<file path="src/rtl/op_sequencer.sv">
// Push-button operand/operation sequencer: debounced press walks IDLE->LOAD_A->LOAD_B->EXEC->SHOW->DONE driving datapath write strobes.
// Optional OP_SEQ_AUTOSCAN_EN: SHOW auto-advances ledsel every SCAN_DIV cycles and any press ends the show.
module op_sequencer #(
    parameter int DEB_CYCLES  = 4,
    parameter int EXEC_CYCLES = 2,
    parameter int SCAN_DIV    = 16
) (
    input  logic       clk,
    input  logic       clear,
    input  logic       next,
    input  logic [2:0] ms,
    input  logic       level,
    output logic [2:0] ms_out,
    output logic       we,
    output logic       w1,
    output logic [1:0] ledsel,
    output logic [3:0] cs,
    output logic       busy,
    output logic       done
);

    typedef enum logic [3:0] {
        S_IDLE   = 4'd0,
        S_LOAD_A = 4'd1,
        S_LOAD_B = 4'd2,
        S_EXEC   = 4'd3,
        S_SHOW   = 4'd4,
        S_DONE   = 4'd5
    } state_t;

    localparam int DW = $clog2(DEB_CYCLES + 1);
    localparam int EW = $clog2(EXEC_CYCLES + 1);

    if (SCAN_DIV < 1) begin : g_scan_div_chk
        $error("SCAN_DIV must be at least 1");
    end

    logic          sync1_q, sync2_q;
    logic          deb_hi_q, deb_hi_d;
    logic [DW-1:0] deb_cnt_q, deb_cnt_d;
    logic          press_q, press_d;
    state_t        state_q, state_d;
    logic [2:0]    ms_q, ms_d;
    logic          lvl_q, lvl_d;
    logic          we_q, we_d;
    logic          w1_q, w1_d;
    logic [1:0]    ledsel_q, ledsel_d;
    logic [EW-1:0] exec_cnt_q, exec_cnt_d;
    logic          busy_q, busy_d;
    logic          done_q, done_d;
`ifdef OP_SEQ_AUTOSCAN_EN
    localparam int SW = $clog2(SCAN_DIV + 1);
    logic [SW-1:0] scan_cnt_q, scan_cnt_d;
`endif

    // Debounce: count consecutive samples disagreeing with the debounced level; pulse only on a qualified fall.
    always_comb begin
        deb_cnt_d = '0;
        deb_hi_d  = deb_hi_q;
        press_d   = 1'b0;
        if (sync2_q != deb_hi_q) begin
            if (deb_cnt_q == DW'(DEB_CYCLES - 1)) begin
                deb_hi_d = sync2_q;
                press_d  = ~sync2_q;
            end else begin
                deb_cnt_d = deb_cnt_q + DW'(1);
            end
        end
    end

    always_comb begin
        state_d    = state_q;
        ms_d       = ms_q;
        lvl_d      = lvl_q;
        we_d       = 1'b0;
        w1_d       = w1_q;
        ledsel_d   = ledsel_q;
        exec_cnt_d = exec_cnt_q;
`ifdef OP_SEQ_AUTOSCAN_EN
        scan_cnt_d = scan_cnt_q;
`endif
        unique case (state_q)
            S_IDLE: begin
                if (press_q) begin
                    state_d = S_LOAD_A;
                    ms_d    = ms;
                    lvl_d   = level;
                end
            end
            S_LOAD_A: begin
                if (press_q) begin
                    we_d       = 1'b1;
                    w1_d       = 1'b0;
                    exec_cnt_d = '0;
                    state_d    = lvl_q ? S_EXEC : S_LOAD_B;
                end
            end
            S_LOAD_B: begin
                if (press_q) begin
                    we_d       = 1'b1;
                    w1_d       = 1'b1;
                    exec_cnt_d = '0;
                    state_d    = S_EXEC;
                end
            end
            S_EXEC: begin
                // Presses arriving here are dropped: nothing latches press_q.
                if (exec_cnt_q == EW'(EXEC_CYCLES - 1)) begin
                    state_d  = S_SHOW;
                    ledsel_d = 2'd0;
`ifdef OP_SEQ_AUTOSCAN_EN
                    scan_cnt_d = '0;
`endif
                end else begin
                    exec_cnt_d = exec_cnt_q + EW'(1);
                end
            end
            S_SHOW: begin
`ifdef OP_SEQ_AUTOSCAN_EN
                if (press_q) begin
                    state_d = S_DONE;
                end else if (scan_cnt_q == SW'(SCAN_DIV - 1)) begin
                    scan_cnt_d = '0;
                    ledsel_d   = ledsel_q + 2'd1;
                end else begin
                    scan_cnt_d = scan_cnt_q + SW'(1);
                end
`else
                if (press_q) begin
                    if (ledsel_q != 2'd3) begin
                        ledsel_d = ledsel_q + 2'd1;
                    end else begin
                        state_d = S_DONE;
                    end
                end
`endif
            end
            S_DONE: begin
                if (press_q) begin
                    state_d  = S_IDLE;
                    ledsel_d = 2'd0;
                end
            end
            default: state_d = S_IDLE;
        endcase
        busy_d = (state_d == S_EXEC);
        done_d = (state_d == S_DONE);
    end

    always_ff @(posedge clk) begin
        if (!clear) begin
            sync1_q    <= 1'b1;
            sync2_q    <= 1'b1;
            deb_hi_q   <= 1'b1;
            deb_cnt_q  <= '0;
            press_q    <= 1'b0;
            state_q    <= S_IDLE;
            ms_q       <= 3'd0;
            lvl_q      <= 1'b0;
            we_q       <= 1'b0;
            w1_q       <= 1'b0;
            ledsel_q   <= 2'd0;
            exec_cnt_q <= '0;
            busy_q     <= 1'b0;
            done_q     <= 1'b0;
`ifdef OP_SEQ_AUTOSCAN_EN
            scan_cnt_q <= '0;
`endif
        end else begin
            sync1_q    <= next;
            sync2_q    <= sync1_q;
            deb_hi_q   <= deb_hi_d;
            deb_cnt_q  <= deb_cnt_d;
            press_q    <= press_d;
            state_q    <= state_d;
            ms_q       <= ms_d;
            lvl_q      <= lvl_d;
            we_q       <= we_d;
            w1_q       <= w1_d;
            ledsel_q   <= ledsel_d;
            exec_cnt_q <= exec_cnt_d;
            busy_q     <= busy_d;
            done_q     <= done_d;
`ifdef OP_SEQ_AUTOSCAN_EN
            scan_cnt_q <= scan_cnt_d;
`endif
        end
    end

    assign ms_out = ms_q;
    assign we     = we_q;
    assign w1     = w1_q;
    assign ledsel = ledsel_q;
    assign cs     = state_q;
    assign busy   = busy_q;
    assign done   = done_q;

endmodule
</file>
<file path="config.mk">
export PLATFORM = sky130hd
export DESIGN_NAME = op_sequencer
export DESIGN_NICKNAME = d
export VERILOG_FILES = /design/src/rtl/op_sequencer.sv
export SDC_FILE = /design/constraint.sdc
export NUM_CORES = 1
export LEC_CHECK = 0
export CORE_AREA = 2 2 51 53
export CTS_CLUSTER_DIAMETER = 100
export CTS_CLUSTER_SIZE = 8
export DETAILED_ROUTE_END_ITERATION = 10
export DIE_AREA = 0 0 53 55
export GPL_ROUTABILITY_DRIVEN = 1
export GPL_TIMING_DRIVEN = 0
export PLACE_DENSITY = 0.68
export SYNTH_ARGS = -nofsm -noshare
export SYNTH_HDL_FRONTEND = slang
export SYNTH_SLANG_ARGS = --single-unit
export TNS_END_PERCENT = 100
</file>
<file path="constraint.sdc">
create_clock -name clk -period 1.5 [get_ports clk]
set_clock_uncertainty 0.05 [all_clocks]
set_input_delay 0.15 -clock clk [delete_from_list [all_inputs] [get_ports clk]]
set_output_delay 0.15 -clock clk [all_outputs]
set_load 0.02 [all_outputs]
</file>
==> metrics.csv <==
metric;value;unit
Setup violations, final;1;
final wirelength;2250;microns
Final period util;1.00;
grt met3 use;0.0349;
Hold Path End;lvl_q;
Die H;55;microns
layout cells sized above 1;0.232;
Critical Path Sink Type;flop;
failing checks;negative setup slack;
worst reg-to-reg setup slack;-0.004;ns
combinational share of power;0.079;
Hold Path Class;in -> reg;
Skew-Pair Late Insertion Delay;0.32;ns
hold wc startpoint;level;
Cell Area, Placed;1240;sq um
R2R Path End;exec_cnt_q[1];
antenna diode count;0;
Leak;0.611;nW
share of power burned in registers;0.626;
hold path depth;3;
Req. time, crit path;1.65;ns
core footprint;2360;sq um
GPL Wtd Cong;0.759;
die footprint;2920;sq um
first-pass GRT wire length;3560;microns
CTS H-tree depth;1;
vias;881;
fin crit period;1.50;ns
CTS tree;done;
fill cell count;223;
met1 Usage GRT;0.235;
Sequential cell area;468;sq um
clock sink total;23;
grt met2 use;0.258;
GRT busiest layer;met2;
IO Port Bufs;19;
RR Startpoint;cs[3];
Vias per Instance;5.24;
Post-CTS Hold Buffers;0;
Remaining DRCs;0;
Max Slew Vio Count;0;
Final nets;150;
switching power total;0.000233;W
Worst Tran Pin Value;0.544;ns
Synth Cell Area;1000;sq um
TNS Setup;-0.00404;ns
hpwl dp;1470;microns
register area share after synthesis;0.458;
maximum resistive drop on vdd;0.000475;V
hold_ws;0.327;ns
crit start category;flop;
net count after synthesis;120;
Final Worst Setup Slack;-0.00404;ns
Worst slew margin;0.637;
flop and latch count out of synthesis;23;
drt wl/cell;13.4;microns
DR pass1 iterations;4;
outcome;finished, violations left;
Pint;0.000765;W
CTS Buffer Depth;2;
DRT iter0 DRCs;41;
Starting Density;0.425;
Layout Utilization;0.585;
Max-Cap Viols;0;
post-route ant nets;0;
area growth from synthesis to final layout;37.6;%
cells after synthesis;109;
Crit Path Max Fanout;5;
row count;18;
clock network fraction of total power;0.296;
Multi-input gate area;528;sq um
Pwr Density;722;nW/um^2
Critical Path AT;1.66;ns
Synth Warn #;0;
clk root buf;clkbuf_4;
Synth cell types;38;
switch share;0.233;
pre-CTS setup slack;-0.0240;ns
clock slew at reported path FFs;0.12;ns
number of global-route vias before repair;791;
Top Ports;20;
Fmax;665;MHz
Die Wd;53;microns
fin area;1380;sq um
Hold Violations, Final;0;
initial antenna violation count;0;
largest net degree at the start of global routing;13;
Num CTS Buffers;3;
critical path class;reg -> reg;
R2R depth;5;
gr usage total;0.171;
syn_area_per_cell;9.22;sq um
GR Overflow Total;0;
RSZ-0062 raised after global routing;true;
## flip-flops by register name, indices dropped and copies added, names as in the netlist, 2 cells and up
signal	cells
ledsel	2
ms_out	3
cs	4
exec_cnt_q	2
deb_cnt_q	3
## power by group through the flow
| stage | Sequential [W] | Combinational, W | Clock, W |
|---|---|---|---|
| floorplan | 0.000646 | 0.0000274 | 0 |
| global placement | 0.000639 | 0.0000675 | 0 |
| detailed placement | 0.000639 | 0.0000684 | 0 |
| CTS | 0.000625 | 0.0000689 | 0.000293 |
| global route | 0.000627 | 0.0000851 | 0.000324 |
| finish | 0.000625 | 0.0000784 | 0.000295 |
## logic make-up after synthesis
family                   share of synthesized area
AO/OA/AOI/OAI                                0.187
XOR/XNOR                                    0.0174
adder cells (fa/ha/maj)                     0.0498
buffers and inverters                       0.0648
flip-flops                                   0.458
multiplexers                               0.00996
other                                      0.00373
AND/OR/NAND/NOR                              0.209
## metrics by stage
stage / power, W / std cells
global route: 0.00104 / 168
CTS: 0.000987 / 162
detailed placement: 0.000707 / 158
floorplan: 0.000673 / 109
global placement: 0.000706 / 158
finish: 0.000998 / 168
## worst max-delay path, stage by stage (launching register included)
cell and delay, ns:
dfxtp_4 0.37, buf_6 0.13, or3b_4 0.38, buf_4 0.15
o2bb2ai_2 0.20, o32ai_2 0.11
## routing by layer
layer / vias to the layer above / share of wire
met4: 0 / 0.023
met2: 29 / 0.44
li1: 447 / -
met5: - / 0
met1: 400 / 0.47
met3: 5 / 0.064
## cell type report
cell class | instances | share of cell area
buffer | 7 | 0.0362
clock buffer | 4 | 0.0190
inverter | 6 | 0.0163
multi-input combinational | 72 | 0.382
sequential | 23 | 0.338
tap | 30 | 0.0271
timing repair buffer | 26 | 0.181
## Yosys cell counts
library cell  count  area share
dfxtp_1          23        0.46
a21oi_1           7       0.035
nand2b_1          7       0.044
nor2_1            7       0.026
inv_1             6       0.022
clkbuf_1          5       0.019
nand3_1           5       0.025
ha_1              4       0.050
nand2_1           4       0.015
o21ai_0           4       0.020
a31oi_1           3       0.019
nor3_1            3       0.015
a311oi_1          2       0.017
a41oi_1           2       0.017
and4b_1           2       0.020
nand4b_1          2       0.017
xnor2_1           2       0.017
a211o_1           1      0.0087
a21o_1            1      0.0075
a311oi_2          1       0.015
a31o_2            1      0.0087
and2_1            1      0.0062
buf_2             1      0.0050
buf_4             1      0.0075
buf_6             1       0.011
conb_1            1      0.0037
mux2i_1           1       0.010
nand4_1           1      0.0062
nor2b_1           1      0.0062
nor3b_1           1      0.0075
o211ai_1          1      0.0075
o22ai_1           1      0.0062
o2bb2ai_1         1      0.0087
o31ai_1           1      0.0075
o32ai_1           1      0.0087
or2_2             1      0.0062
or3_1             1      0.0062
or3b_1            1      0.0087
## cell usage in the layout (no fill, tap or decap), types with 4 or more instances in the layout
| cell type | Yosys | final |
|---|---|---|
| nor2_1 | 7 | 6 |
| clkbuf_4 | 0 | 5 |
| dfxtp_1 | 23 | 19 |
| nand2b_1 | 7 | 7 |
| dlygate4sd2_1 | 0 | 4 |
| dlymetal6s2s_1 | 0 | 6 |
| nand3_1 | 5 | 5 |
| buf_4 | 1 | 6 |
| inv_1 | 6 | 6 |
| o21ai_0 | 4 | 4 |
| a21oi_1 | 7 | 7 |
| ha_1 | 4 | 4 |
| clkdlybuf4s50_1 | 0 | 9 |
## worst max-delay path by stage
stage | start | endpoint | slack [ns] | depth (start not counted)
5_1_grt | cs[3] | exec_cnt_q[1] | -0.04 | 5
3_3_place_gp | cs[3] | done | -0.03 | 5
2_1_floorplan | ledsel[0] | done | 0.0001 | 4
4_1_cts | cs[3] | done | -0.06 | 5
6_report | cs[3] | exec_cnt_q[1] | -0.004 | 5
3_5_place_dp | cs[0] | ledsel[0] | -0.02 | 4
## what timing repair did
action | 4_1_cts | 5_1_grt
setup buffers | 0 | 6
setup endpoints to repair | 9 | 18
pin swaps | 0 | 3
hold endpoints to repair | 0 | 0
cloned | 0 | 1
gates resized for setup | 4 | 28
No activity file was read; power rests on OpenSTA's default activity.
